<file path="config.mk">
export PLATFORM = sky130hd
export DESIGN_NAME = des_encryption
export DESIGN_NICKNAME = d
export VERILOG_FILES = /design/src/rtl/des_encryption.sv
export SDC_FILE = /design/constraint.sdc
export NUM_CORES = 1
export LEC_CHECK = 0
export ABC_AREA = 1
export CAP_MARGIN = 10
export CORE_ASPECT_RATIO = 2
export CORE_MARGIN = 1
export CORE_UTILIZATION = 40
export CTS_BUF_LIST = sky130_fd_sc_hd__clkbuf_8
export DETAILED_ROUTE_END_ITERATION = 8
export PLACE_DENSITY = 0.58
export SLEW_MARGIN = 15
export SYNTH_ARGS = -nofsm -noshare
export SYNTH_HDL_FRONTEND = slang
export SYNTH_SLANG_ARGS = --single-unit
export TNS_END_PERCENT = 5
</file>
<file path="constraint.sdc">
create_clock -name clk -period 3.1 [get_ports clk]
set_input_delay 0.62 -clock clk [delete_from_list [all_inputs] [get_ports clk]]
set_output_delay 0.62 -clock clk [all_outputs]
set_load 0.02 [all_outputs]
</file>
<file path="src/rtl/des_encryption.sv">
// Iterative DES encryption core: one Feistel round per clock, free-running
// LOAD -> 16 x ROUND -> OUT, so a new ciphertext is published every 18 cycles.
module des_encryption (
  input  logic        clk,
  input  logic        rst_n,
  input  logic [0:63] plainText,
  input  logic [63:0] key,
  output logic [63:0] encrypted,
  output logic        done
);

  typedef enum logic [1:0] {StLoad, StRound, StOut} state_e;

  // All tables use DES bit numbering (bit 1 = MSB of the source vector).
  localparam int IP_T [64] = '{58, 50, 42, 34, 26, 18, 10, 2, 60, 52, 44, 36, 28, 20, 12, 4,
                               62, 54, 46, 38, 30, 22, 14, 6, 64, 56, 48, 40, 32, 24, 16, 8,
                               57, 49, 41, 33, 25, 17, 9, 1, 59, 51, 43, 35, 27, 19, 11, 3,
                               61, 53, 45, 37, 29, 21, 13, 5, 63, 55, 47, 39, 31, 23, 15, 7};
  localparam int FP_T [64] = '{40, 8, 48, 16, 56, 24, 64, 32, 39, 7, 47, 15, 55, 23, 63, 31,
                               38, 6, 46, 14, 54, 22, 62, 30, 37, 5, 45, 13, 53, 21, 61, 29,
                               36, 4, 44, 12, 52, 20, 60, 28, 35, 3, 43, 11, 51, 19, 59, 27,
                               34, 2, 42, 10, 50, 18, 58, 26, 33, 1, 41, 9, 49, 17, 57, 25};
  localparam int E_T [48] = '{32, 1, 2, 3, 4, 5, 4, 5, 6, 7, 8, 9, 8, 9, 10, 11, 12, 13,
                              12, 13, 14, 15, 16, 17, 16, 17, 18, 19, 20, 21, 20, 21, 22, 23,
                              24, 25, 24, 25, 26, 27, 28, 29, 28, 29, 30, 31, 32, 1};
  localparam int P_T [32] = '{16, 7, 20, 21, 29, 12, 28, 17, 1, 15, 23, 26, 5, 18, 31, 10,
                              2, 8, 24, 14, 32, 27, 3, 9, 19, 13, 30, 6, 22, 11, 4, 25};
  localparam int PC1_T [56] = '{57, 49, 41, 33, 25, 17, 9, 1, 58, 50, 42, 34, 26, 18,
                                10, 2, 59, 51, 43, 35, 27, 19, 11, 3, 60, 52, 44, 36,
                                63, 55, 47, 39, 31, 23, 15, 7, 62, 54, 46, 38, 30, 22,
                                14, 6, 61, 53, 45, 37, 29, 21, 13, 5, 28, 20, 12, 4};
  localparam int PC2_T [48] = '{14, 17, 11, 24, 1, 5, 3, 28, 15, 6, 21, 10, 23, 19, 12, 4,
                                26, 8, 16, 7, 27, 20, 13, 2, 41, 52, 31, 37, 47, 55, 30, 40,
                                51, 45, 33, 48, 44, 49, 39, 56, 34, 53, 46, 42, 50, 36, 29, 32};
  // Each S-box is 64 nibbles, row-major (row*16 + col), entry 0 in the top nibble.
  localparam logic [255:0] SBOX [8] = '{
    256'hE4D12FB83A6C59070F74E2D1A6CB953841E8D62BFC973A50FC8249175B3EA06D,
    256'hF18E6B34972DC05A3D47F28EC01A69B50E7BA4D158C6932FD8A13F42B67C05E9,
    256'hA09E63F51DC7B428D70934A6285ECBF1D6498F30B12C5AE71AD069874FE3B52C,
    256'h7DE3069A1285BC4FD8B56F03472C1AE9A690CB7DF13E52843F06A1D8945BC72E,
    256'h2C417AB6853FD0E9EB2C47D150FA3986421BAD78F9C5630EB8C71E2D6F09A453,
    256'hC1AF92680D34E75BAF427C9561DE0B389EF528C3704A1DB6432C95FABE17608D,
    256'h4B2EF08D3C975A61D0B7491AE35C2F8614BDC37EAF6805926BD814A7950FE23C,
    256'hD2846FB1A93E50C71FD8A374C56B0E927B419CE206ADF35821E74A8DFC90356B
  };

  state_e      r_state;
  logic [3:0]  r_round;
  logic [31:0] r_l, r_r;
  logic [27:0] r_c, r_d;

  logic [63:0] w_pt, w_ip, w_fp, w_preout;
  logic [55:0] w_pc1, w_cd_rot;
  logic [27:0] w_c_rot, w_d_rot;
  logic [47:0] w_k, w_e, w_x;
  logic [31:0] w_s, w_f;
  logic        w_shift_one;
  logic        w_unused_parity;

  assign w_pt            = plainText;
  assign w_preout        = {r_r, r_l};
  assign w_unused_parity = ^{key[56], key[48], key[40], key[32], key[24], key[16], key[8], key[0]};

  assign w_shift_one = (r_round == 4'd1) || (r_round == 4'd2) ||
                       (r_round == 4'd9) || (r_round == 4'd16);
  assign w_c_rot  = w_shift_one ? {r_c[26:0], r_c[27]} : {r_c[25:0], r_c[27:26]};
  assign w_d_rot  = w_shift_one ? {r_d[26:0], r_d[27]} : {r_d[25:0], r_d[27:26]};
  assign w_cd_rot = {w_c_rot, w_d_rot};
  assign w_x      = w_e ^ w_k;

  always_comb begin
    w_ip  = '0;
    w_fp  = '0;
    w_pc1 = '0;
    w_k   = '0;
    w_e   = '0;
    w_f   = '0;
    for (int i = 0; i < 64; i++) begin
      w_ip[63-i] = w_pt[64-IP_T[i]];
      w_fp[63-i] = w_preout[64-FP_T[i]];
    end
    for (int i = 0; i < 56; i++) w_pc1[55-i] = key[64-PC1_T[i]];
    for (int i = 0; i < 48; i++) begin
      w_k[47-i] = w_cd_rot[56-PC2_T[i]];
      w_e[47-i] = r_r[32-E_T[i]];
    end
    for (int i = 0; i < 32; i++) w_f[31-i] = w_s[32-P_T[i]];
  end

  // Row = outer bits {1,6}, column = inner bits {2..5} of each 6-bit group.
  always_comb begin
    int idx;
    w_s = '0;
    idx = 0;
    for (int s = 0; s < 8; s++) begin
      idx = int'({w_x[47-6*s], w_x[42-6*s], w_x[(46-6*s) -: 4]});
      w_s[(31-4*s) -: 4] = 4'(SBOX[s] >> (4 * (63 - idx)));
    end
  end

  always_ff @(posedge clk or negedge rst_n) begin
    if (!rst_n) begin
      r_state   <= StLoad;
      r_round   <= 4'd0;
      r_l       <= '0;
      r_r       <= '0;
      r_c       <= '0;
      r_d       <= '0;
      encrypted <= '0;
      done      <= 1'b0;
    end else begin
      done <= 1'b0;
      unique case (r_state)
        StLoad: begin
          {r_l, r_r} <= w_ip;
          {r_c, r_d} <= w_pc1;
          r_round    <= 4'd1;
          r_state    <= StRound;
        end
        StRound: begin
          r_c <= w_c_rot;
          r_d <= w_d_rot;
          r_l <= r_r;
          r_r <= r_l ^ w_f;
          if (r_round == 4'd16) r_state <= StOut;
          else                  r_round <= r_round + 4'd1;
        end
        StOut: begin
          encrypted <= w_fp;
          done      <= 1'b1;
          r_state   <= StLoad;
        end
        default: r_state <= StLoad;
      endcase
    end
  end

endmodule

</file>
# After elaboration in Yosys (flattened, before gate mapping)
# Index checks and enable logic that the tools add are counted.
[totals]
ramBits = 0
mem_bits_ro = 0
latch_bits = 0
out_inout_bits = 65
reg_bits = 191
input_bits = 130
n_memories = 0
[op_classes]
addsub = 9
div_mod_pow = 0
n_reduce_logical = 7
n_shift = 8
multipliers = 0
bitwise_logic = 2
n_lt_le_gt_ge = 0
n_eq_ne = 7
mux = 11
[op_table]
columns = ["cell", "n"]
rows = [
  ["$shr A256 B32 Y4 const A", 5],
  ["$shr A255 B32 Y4 const A", 2],
  ["$shr A254 B32 Y4 const A", 1],
  ["$pmux W32 S2", 2],
  ["$pmux W28 S2", 2],
  ["$mux W28", 2],
  ["$sub A6 B6 Y7 const A", 8],
  ["$xor A48 B48 Y48", 1],
  ["$xor A32 B32 Y32", 1],
  ["$pmux W4 S2", 1],
  ["$add A4 B1 Y4 const B", 1],
  ["$eq A4 B1 Y1 const B", 1],
  ["$eq A4 B2 Y1 const B", 1],
  ["$eq A4 B4 Y1 const B", 1],
  ["$logic_not A4 Y1", 1],
  ["$mux W4", 1],
  ["$ne A2 B2 Y1 const B", 2],
  ["$pmux W2 S2", 1],
  ["$logic_or A1 B1 Y1", 3],
  ["$eq A2 B1 Y1 const B", 1],
  ["$eq A2 B2 Y1 const B", 1],
  ["$logic_not A2 Y1", 1],
  ["$mux W2", 1],
  ["$reduce_and A2 Y1", 1],
  ["2 further kinds", 2],
]

# Longest topological paths before layout
# Gate-level depths: netlist (run 1).
[depth]
depth_word = 10
mapped_depth = 24
depth_no_buf = 23

# Least setup slack after synthesis (run 1)
# No wires, ideal clock.
[synth_timing]
kind = "register to register"
from = "register r_round[0]"
to = "register r_r[10]"
period_less_slack_ns = 2.661
setup_time_ns = 0.121
n_path_buf = 2
slack_ns = 0.439
stages_incl_launch_ff = 23
arrival_ns = 2.540
t_required_ns = 2.979
path_cell_list = "dfrtp_1 > inv_1 > ha_1 > nand2_2 > nand2_2 > nand2_4 > nand2_8 > buf_6 > buf_6 > nand2_1 > nand2_1 > nand2_1 > nand2_1 > ha_1 > inv_1 > nand2_1 > nand3_1 > nand3_1 > nand3_1 > nand2_1 > nand2_1 > nand3_1 > nand2_1"
[synth_between]
elab_chain_cells = 10
[synth_rtl]
columns = ["item", "line", "rtl"]
rows = [
  ["start: declaration", "48", "logic [3:0] r_round;"],
  ["start signal: assignment", "126", "else r_round <= r_round + 4'd1;"],
  ["$eq A4 B1 Y1 / $eq A4 B2 Y1 (equally long branches)", "64", "assign w_shift_one = (r_round == 4'd1) || (r_round == 4'd2) ||"],
  ["$logic_or A1 B1 Y1 (2 in a row)", "64", ""],
  ["$logic_or A1 B1 Y1 (*)", "65", "(r_round == 4'd9) || (r_round == 4'd16);"],
  ["$mux W28 (*)", "67", "assign w_d_rot = w_shift_one ? {r_d[26:0], r_d[27]} : {r_d[25:0], r_d[27:26]};"],
  ["$xor A48 B48 Y48 (*)", "69", "assign w_x = w_e ^ w_k;"],
  ["$sub A6 B6 Y7 (*)", "97", "w_s[(31-4*s) -: 4] = 4'(SBOX[s] >> (4 * (63 - idx)));"],
  ["$shr A255 B32 Y4 (*)", "97", ""],
  ["$xor A32 B32 Y32 (*)", "124", "r_r <= r_l ^ w_f;"],
  ["$pmux W32 S2 (*)", "113", "unique case (r_state)"],
  ["end signal: assignment", "115", "{r_l, r_r} <= w_ip;"],
  ["end signal: assignment", "124", ""],
  ["end: declaration", "49", "logic [31:0] r_l, r_r;"],
]
# Every way passes the cells marked *; elsewhere a longest branch is shown, timed or not.
# A chain may end at the register's enable or synchronous reset.

# Worst setup path after layout (run 1)
[layout_timing]
from = "register r_round[1]"
to = "register r_r[2]"
[layout_between]
elab_chain_cells = 10
[layout_rtl]
columns = ["item", "line", "rtl"]
rows = [
  ["$eq A4 B1 Y1 / $eq A4 B2 Y1 (equally long branches)", "64", ""],
  ["$logic_or A1 B1 Y1 (2 in a row)", "64", ""],
  ["$logic_or A1 B1 Y1 (*)", "65", ""],
  ["$mux W28 (*)", "66", "assign w_c_rot = w_shift_one ? {r_c[26:0], r_c[27]} : {r_c[25:0], r_c[27:26]};"],
  ["$xor A48 B48 Y48 (*)", "69", ""],
  ["$sub A6 B6 Y7 (*)", "97", ""],
  ["$shr A256 B32 Y4 (*)", "97", ""],
  ["$xor A32 B32 Y32 (*)", "124", ""],
  ["$pmux W32 S2 (*)", "113", ""],
]
# Marks and branches as above.

==> metrics, run 1 <==
status=finished clean; Post-DRT Antenna Nets=0; crit path kind=reg -> reg; syn_nets=2341; Ports=195; chip height=around 270 um; largest family of logic cells by synthesized area=simple AND/OR/NAND/NOR gates; CTS Buffer Depth=2; Power, Total=~0.018 W; CTS sink count=roughly 190; Synth Area in XOR/XNOR=under 10%; part of the power in combinational logic=66.2%; post-layout net count=between 2000 and 3000; Post-Synth Adder-Cell Area=5.68%; Clock Tree Root=clkbuf_8; Routed WL per cell=between 20 and 25 um; port bufs=between 150 and 200; Crit Reg-Reg Startpoint=r_round[1]; Yosys reg bits=between 150 and 200; DP Wirelength=46.3 mm; critical path data arrival time=between 3 and 4 ns; Iter 0 DRT Violations=between 1000 and 1500; Net Switching=between 0.009 and 0.01 W; VDD IR max=between 0.5 and 0.6 mV; Finish-stage setup viols=0; number of global-route vias before repair=15400; ratio of cells with drive above 1 in the final layout=a little over an eighth; reg-to-reg endpoint=r_r[2]; power share of the clock group=9.9%; syn_area_per_cell=6.77 um^2; DR DRC count=0; final hold vios=0; Post-Synth Simple-Gate Area=just under 40%; Rel. slew slack=around 34%; Worst-Skew Late Latency=roughly 0.53 ns; design area=~19000 um^2; FMAX=336 MHz; FF-to-FF path depth=19; Core ar.=approximately 36000 um^2; number of max-cap violations=0; clk_skew=between 0.015 and 0.02 ns; period utilization=between 90% and 100%; first drt pass iteration count=7; Post-Syn Instances=2145; # rows=98; htree depth=4; Synth Area in Compound Gates=roughly 13%; synthesis-to-finish area growth=28.3%; Setup crit start=r_round[1]; GP Congestion=between 0.9 and 1; fin. max-slew vios=0; clock buffer count from CTS=17; Fin Hold WS=around 0.12 ns; Die Wd=137 um; kind of end point of the critical path=flop; hold crit path type=in -> async; TritonCTS clock tree=built; Reg power frac=23.8%; Yosys warnings=0; Routed WL=between 50 and 60 mm; worst setup path endpoint=r_r[2]; DR vias/cell=about 5.5; initial antenna violation count=1; Synth cell types=35; Crit Path Max Fanout=13; GRT overflow=0; Leak=around 9.4 nW; post-synthesis sequential area ratio=around a third; post-synthesis mux area share=less than 1%; clock slew at reported path FFs=0.11 ns; vias=16000; pin count of the biggest net entering global routing=just over 80; crit path time final=roughly 3.0 ns; Layout fillers=around 3700; global-route wire length before repair=about 89 mm; Initial Util=between 40% and 50%; CTS Hold Bufs=0; synthesized cell area=14500 um^2; startpoint types=flop; pwr dens=approximately 960 nW/um^2; GRT Util Overall=between 30% and 40%; RSZ-0062 raised after global routing=yes; Post-DP Area=about 18000 um^2; Worst Path Required=roughly 3.5 ns; Die ar.=between 30000 and 40000 um^2; worst-margin pin slew=between 0.9 and 1 ns; Pint=approximately 0.0086 W; R2R Setup Slk=0.12 ns; switch share=51.6%
==> placed cells by master, fill, tap and decap left out, drive strengths merged <==
cell             n
a21oi           14
a22oi          120
buf            170
bufinv           2
clkbuf          20
clkdlybuf4s50  185
clkinv           7
dfrtp          191
diode            1
ha              66
inv            183
mux2i            1
nand2          814
nand3          475
nand3b           3
nand4            1
nor2             7
nor3             1
o211ai           1
o21ai          161
o22ai            2
xnor2            1
xor2            14
==> worst min-delay path by stage <==
stage,depth (start not counted),slack [ns],start,to
floorplan,0,0.32,rst_n,done
global placement,2,0.47,encrypted[25],encrypted[25]
detailed placement,2,0.47,encrypted[36],encrypted[36]
CTS,1,0.14,rst_n,encrypted[56]
global route,1,0.16,rst_n,encrypted[58]
finish,1,0.12,rst_n,encrypted[58]
==> synth_stat cells, drive strengths merged <==
cell type / count / area share [%]
nand2: 812 / 22
nand3: 474 / 17
dfrtp: 191 / 33
inv: 176 / 4.5
o21ai: 161 / 6.0
a22oi: 120 / 6.2
ha: 66 / 5.7
clkbuf: 50 / 1.3
buf: 48 / 2.3
a21oi: 14 / 0.53
xor2: 14 / 1.6
nor2: 7 / 0.18
nand3b: 3 / 0.16
clkinv: 2 / 0.052
o22ai: 2 / 0.086
mux2i: 1 / 0.16
nand4: 1 / 0.043
nor3: 1 / 0.034
o211ai: 1 / 0.052
xnor2: 1 / 0.060
==> per-layer routing <==
metal / share of wire (%) / vias up / global-route usage [%]
li1: - / 7710 / -
met1: 36 / 7646 / 34.7
met2: 53 / 514 / 59.0
met3: 3.9 / 114 / 3.47
met4: 6.8 / 0 / 21.7
met5: 0 / - / 0
==> kinds of logic (layout without fill, tap and decap cells) <==
| family | Yosys count | count (layout) |
|---|---|---|
| other cells | 0 | 1 |
| xor+xnor | 15 | 15 |
| compound gates | 298 | 298 |
| simple gates | 1298 | 1301 |
| mux | 1 | 1 |
| flops | 191 | 191 |
| buf+inv | 276 | 567 |
| fa+ha+maj | 66 | 66 |
==> registers in the layout, indices dropped and copies added, names as in the netlist <==
name       flops
r_state        2
encrypted     64
done           1
r_r           32
r_d           28
r_l           32
r_c           28
r_round        4
==> power groups by stage <==
stage                     clock network, W  registers [W]  logic (W)
final                              0.00177        0.00425     0.0118
after detailed placement                 0        0.00428     0.0115
after global placement                   0        0.00427     0.0115
after CTS                          0.00180        0.00424     0.0116
after floorplan                          0        0.00454    0.00621
after global routing               0.00189        0.00434     0.0130
==> layout make-up <==
cell class / count / area [um^2] / area share, %
Sequential cell: 191 / 4780 / 25.7
Antenna cell: 1 / 2.50 / 0.0134
Timing Repair Buffer: 357 / 3410 / 18.3
Clock buffer: 18 / 248 / 1.33
Tap cell: 450 / 563 / 3.02
Inverter: 178 / 672 / 3.60
Clock inverter: 14 / 143 / 0.765
Multi-Input combinational cell: 1681 / 8830 / 47.3
==> stage by stage <==
step / instances / worst slack (ns) / TNS [ns] / util, %
2_1_floorplan: 2145 / 0.439 / 0 / -
3_3_place_gp: 2850 / -0.0203 / -0.0203 / 50.0
3_5_place_dp: 2850 / -0.0521 / -0.192 / 50.0
4_1_cts: 2882 / 0.00482 / 0 / 51.2
5_1_grt: 2890 / -0.0519 / -0.276 / 52.1
6_report: 2890 / 0.123 / 0 / 52.1
==> worst max-delay path: stages (launching register included) <==
cell     delay (ns)
dfrtp_1        0.42
inv_2          0.08
ha_1           0.19
inv_1          0.09
nand2_4        0.09
nand2_8        0.13
buf_8          0.18
buf_4          0.14
nand3_1        0.08
buf_4          0.15
nand3_1        0.07
nand2_1        0.26
nand2_1        0.18
nand3_1        0.08
nand3_1        0.14
nand3_1        0.26
nand2_1        0.14
nand2_1        0.06
nand3_1        0.06
nand2_1        0.05
==> timing repair <==
item,CTS,global route
setup buffers,0,3
cloned,0,4
gates resized for setup,7,51
pin swaps,2,5
endpoints found under the setup margin,9,32
Power figures use the tool's default switching activity.
==> run 2, diff against run 1 <==
- CORE_UTILIZATION: 40 -> 55
- PLACE_DENSITY: 0.58 -> 0.77
- RECOVER_POWER: not set -> 50
==> run 2 against run 1 <==
The flow now finishes with violations (max-capacitance violations, max-slew violations). Sequential cell count stayed put. Sequential share of layout area up 1.2 points. Setup slack got worse by 0.044 ns. Largest cell class unchanged. Routed wire length down 8.1%. Via count grew 2.7%. Combinational power decreased by 5%. Critical path depth grew 1. Largest power group unchanged. Final cell count fell by 6.4%. Hold slack gained 0.37 ns. First-iteration DRC count is 36% higher. Sequential power hardly changed. Global-route usage increased by 8.5 points.
==> metrics, run 2 (same netlist as run 1, synthesis figures left out) <==
status=finished, violations left; failing checks=max-capacitance violations, max-slew violations; most common cell after layout, fill and taps aside=nand2_1; fin. max-slew vios=80; most frequent cells in the layout=nand2_1 (755), nand3_1 (456), dfrtp_1 (190), clkdlybuf4s50_1 (185), inv_1 (157); Routed WL=54.6 mm; Largest register FFs=64; final hold vios=0; synthesis-to-finish area growth=22.6%; Worst Path Required=3.51 ns; critical path data arrival time=~3.4 ns; Leak=around 9.0 nW; Ports=between 150 and 200; DP Wirelength=just over 40 mm; pwr dens=between 900 and 1000 nW/um^2; TritonCTS clock tree=built; ratio of cells with drive above 1 in the final layout=between 10% and 20%; FF-to-FF path depth=20; Core ar.=around 26000 um^2; first drt pass iteration count=8; clock buffer count from CTS=17; GP Congestion=slightly below 1; R2R Setup Slk=0.08 ns; port bufs=approximately 190; Setup crit start=r_round[0]; Reg with most FFs=encrypted; Finish-stage setup viols=0; Power, Total=between 0.015 and 0.02 W; CTS Buffer Depth=2; critical path cell sequence=inv_2 -> ha_1 -> nand3_4 -> buf_12 -> nand2_4 -> buf_4 -> clkbuf_16 -> nand2_1 -> nand3_1 -> nand2_1 -> ha_1 -> nand2_1 -> nand2_1 -> nand2_1 -> nand3_1 -> nand3_1 -> nand2_1 -> nand2_1 -> nand3_1 -> nand2_1; VDD IR max=~0.56 mV; clock slew at reported path FFs=~0.10 ns; Crit. path cell count=20; clk_skew=0.0138 ns; worst setup path endpoint=r_r[23]; FF/Latch Area=roughly 4800 um^2; Initial Util=56.4%; Critical Path Most Common Cell=nand2_1; Die Wd=117 um; crit path kind=reg -> reg; Clock Tree Root=clkbuf_8; switch share=between 50% and 60%; period utilization=a little over nine tenths; Reg power frac=24.7%; initial antenna violation count=1; global-route wire length before repair=around 83 mm; Routed WL per cell=20.2 um; CTS sink count=between 150 and 200; part of the power in combinational logic=64.8%; startpoint types=flop; area occupied by multi-input gates=approximately 8800 um^2; FMAX=331 MHz; TNS Setup=0 ns; cell family with most CP delay=simple AND/OR/NAND/NOR gates; post-layout net count=approximately 2500; pin count of the biggest net entering global routing=between 90 and 100; Post-DRT Antenna Nets=0; # rows=between 80 and 90; Pint=~0.008 W; htree depth=4; vias=around 16000; Worst path slowest cell=dfrtp_1; Crit Reg-Reg Startpoint=r_round[0]; number of global-route vias before repair=~15000; Layout fillers=approximately 2300; chip height=~230 um; Worst-Skew Late Latency=between 0.5 and 0.6 ns; GRT Util Overall=between 40% and 50%; DR vias/cell=6.07; Die ar.=between 20000 and 30000 um^2; crit path time final=a little over 3 ns; GRT overflow=0; crit path buf inv count=4; worst-margin pin slew=roughly 2.0 ns; CTS Hold Bufs=0; DR DRC count=0; hold crit path type=reg -> reg; Iter 0 DRT Violations=1450; number of max-cap violations=1; power share of the clock group=between 10% and 20%; Largest stage delay, worst path=0.44 ns; largest registers=encrypted: 64 flops, r_l: 32 flops, r_r: 32 flops; Net Switching=0.00905 W; kind of end point of the critical path=flop; reg-to-reg endpoint=r_r[23]; Crit Path Max Fanout=11; RSZ-0062 raised after global routing=yes; Rel. slew slack=-33.1%
==> run 2: worst min path at each step <==
stage	start	to	cells past startpoint
2_1_floorplan	rst_n	done	0
3_3_place_gp	encrypted[10]	encrypted[10]	2
3_5_place_dp	encrypted[63]	encrypted[63]	2
4_1_cts	rst_n	encrypted[28]	1
5_1_grt	encrypted[13]	encrypted[13]	2
6_report	encrypted[42]	encrypted[42]	2
==> run 2: per-layer routing <==
metal  routed length (um)  global-route usage [%]  share of wire [%]
met5                   13                       0              0.024
met4                 4970                    32.4                9.1
met3                 4040                    7.96                7.4
met2                26800                    67.8                 49
met1                18800                    45.1                 34
==> run 2: metrics by stage <==
stage               cells  hold WS (ns)  worst slack, ns  area [um^2]  utilization [%]
floorplan            2145         0.324            0.439        14500                -
global placement     2666         0.465            0.112        17100             66.5
detailed placement   2666         0.472          0.00537        17100             66.5
CTS                  2698         0.124          0.00669        17500             68.1
global route         2704         0.511          -0.0691        17800             69.1
finish               2705         0.493           0.0786        17800             69.2
==> run 2: layout make-up <==
type | instances | share of cell area (%)
timing repair buffer | 284 | 15.2
multi-input combinational | 1679 | 49.4
sequential | 191 | 26.9
clock inverter | 12 | 0.801
inverter | 178 | 3.76
clock buffer | 20 | 1.55
tap | 340 | 2.39
antenna | 1 | 0.0140
==> run 2: worst reg2reg max path: stages (launching register included) <==
cell	delay, ns
dfrtp_1	0.44
inv_2	0.10
ha_1	0.20
nand3_4	0.16
buf_12	0.18
nand2_4	0.13
buf_4	0.15
clkbuf_16	0.15
nand2_1	0.05
nand3_1	0.07
nand2_1	0.07
ha_1	0.37
nand2_1	0.12
nand2_1	0.12
nand2_1	0.05
nand3_1	0.07
nand3_1	0.15
nand2_1	0.12
nand2_1	0.06
nand3_1	0.09
nand2_1	0.08
==> run 2: what timing repair did <==
action	4_1_cts	5_1_grt
pin swaps	0	4
cloned	0	2
endpoints found under the setup margin	1	32
endpoints found under the hold margin	0	0
setup buffers	0	4
gates resized for setup	1	64
==> run 2: power by group through the flow <==
stage	clock network [W]	registers [W]	logic, W
floorplan	0	0.00454	0.00621
global placement	0	0.00422	0.0104
detailed placement	0	0.00426	0.0106
CTS	0.00182	0.00422	0.0106
global route	0.00191	0.00435	0.0122
finish	0.00181	0.00426	0.0112
==> run 3, diff against run 2 <==
- CTS_CLUSTER_DIAMETER: not set -> 200
- CTS_CLUSTER_SIZE: not set -> 24
==> results of run 3 <==
Same layout as run 2: the final DEF is identical, and so are final timing and power.
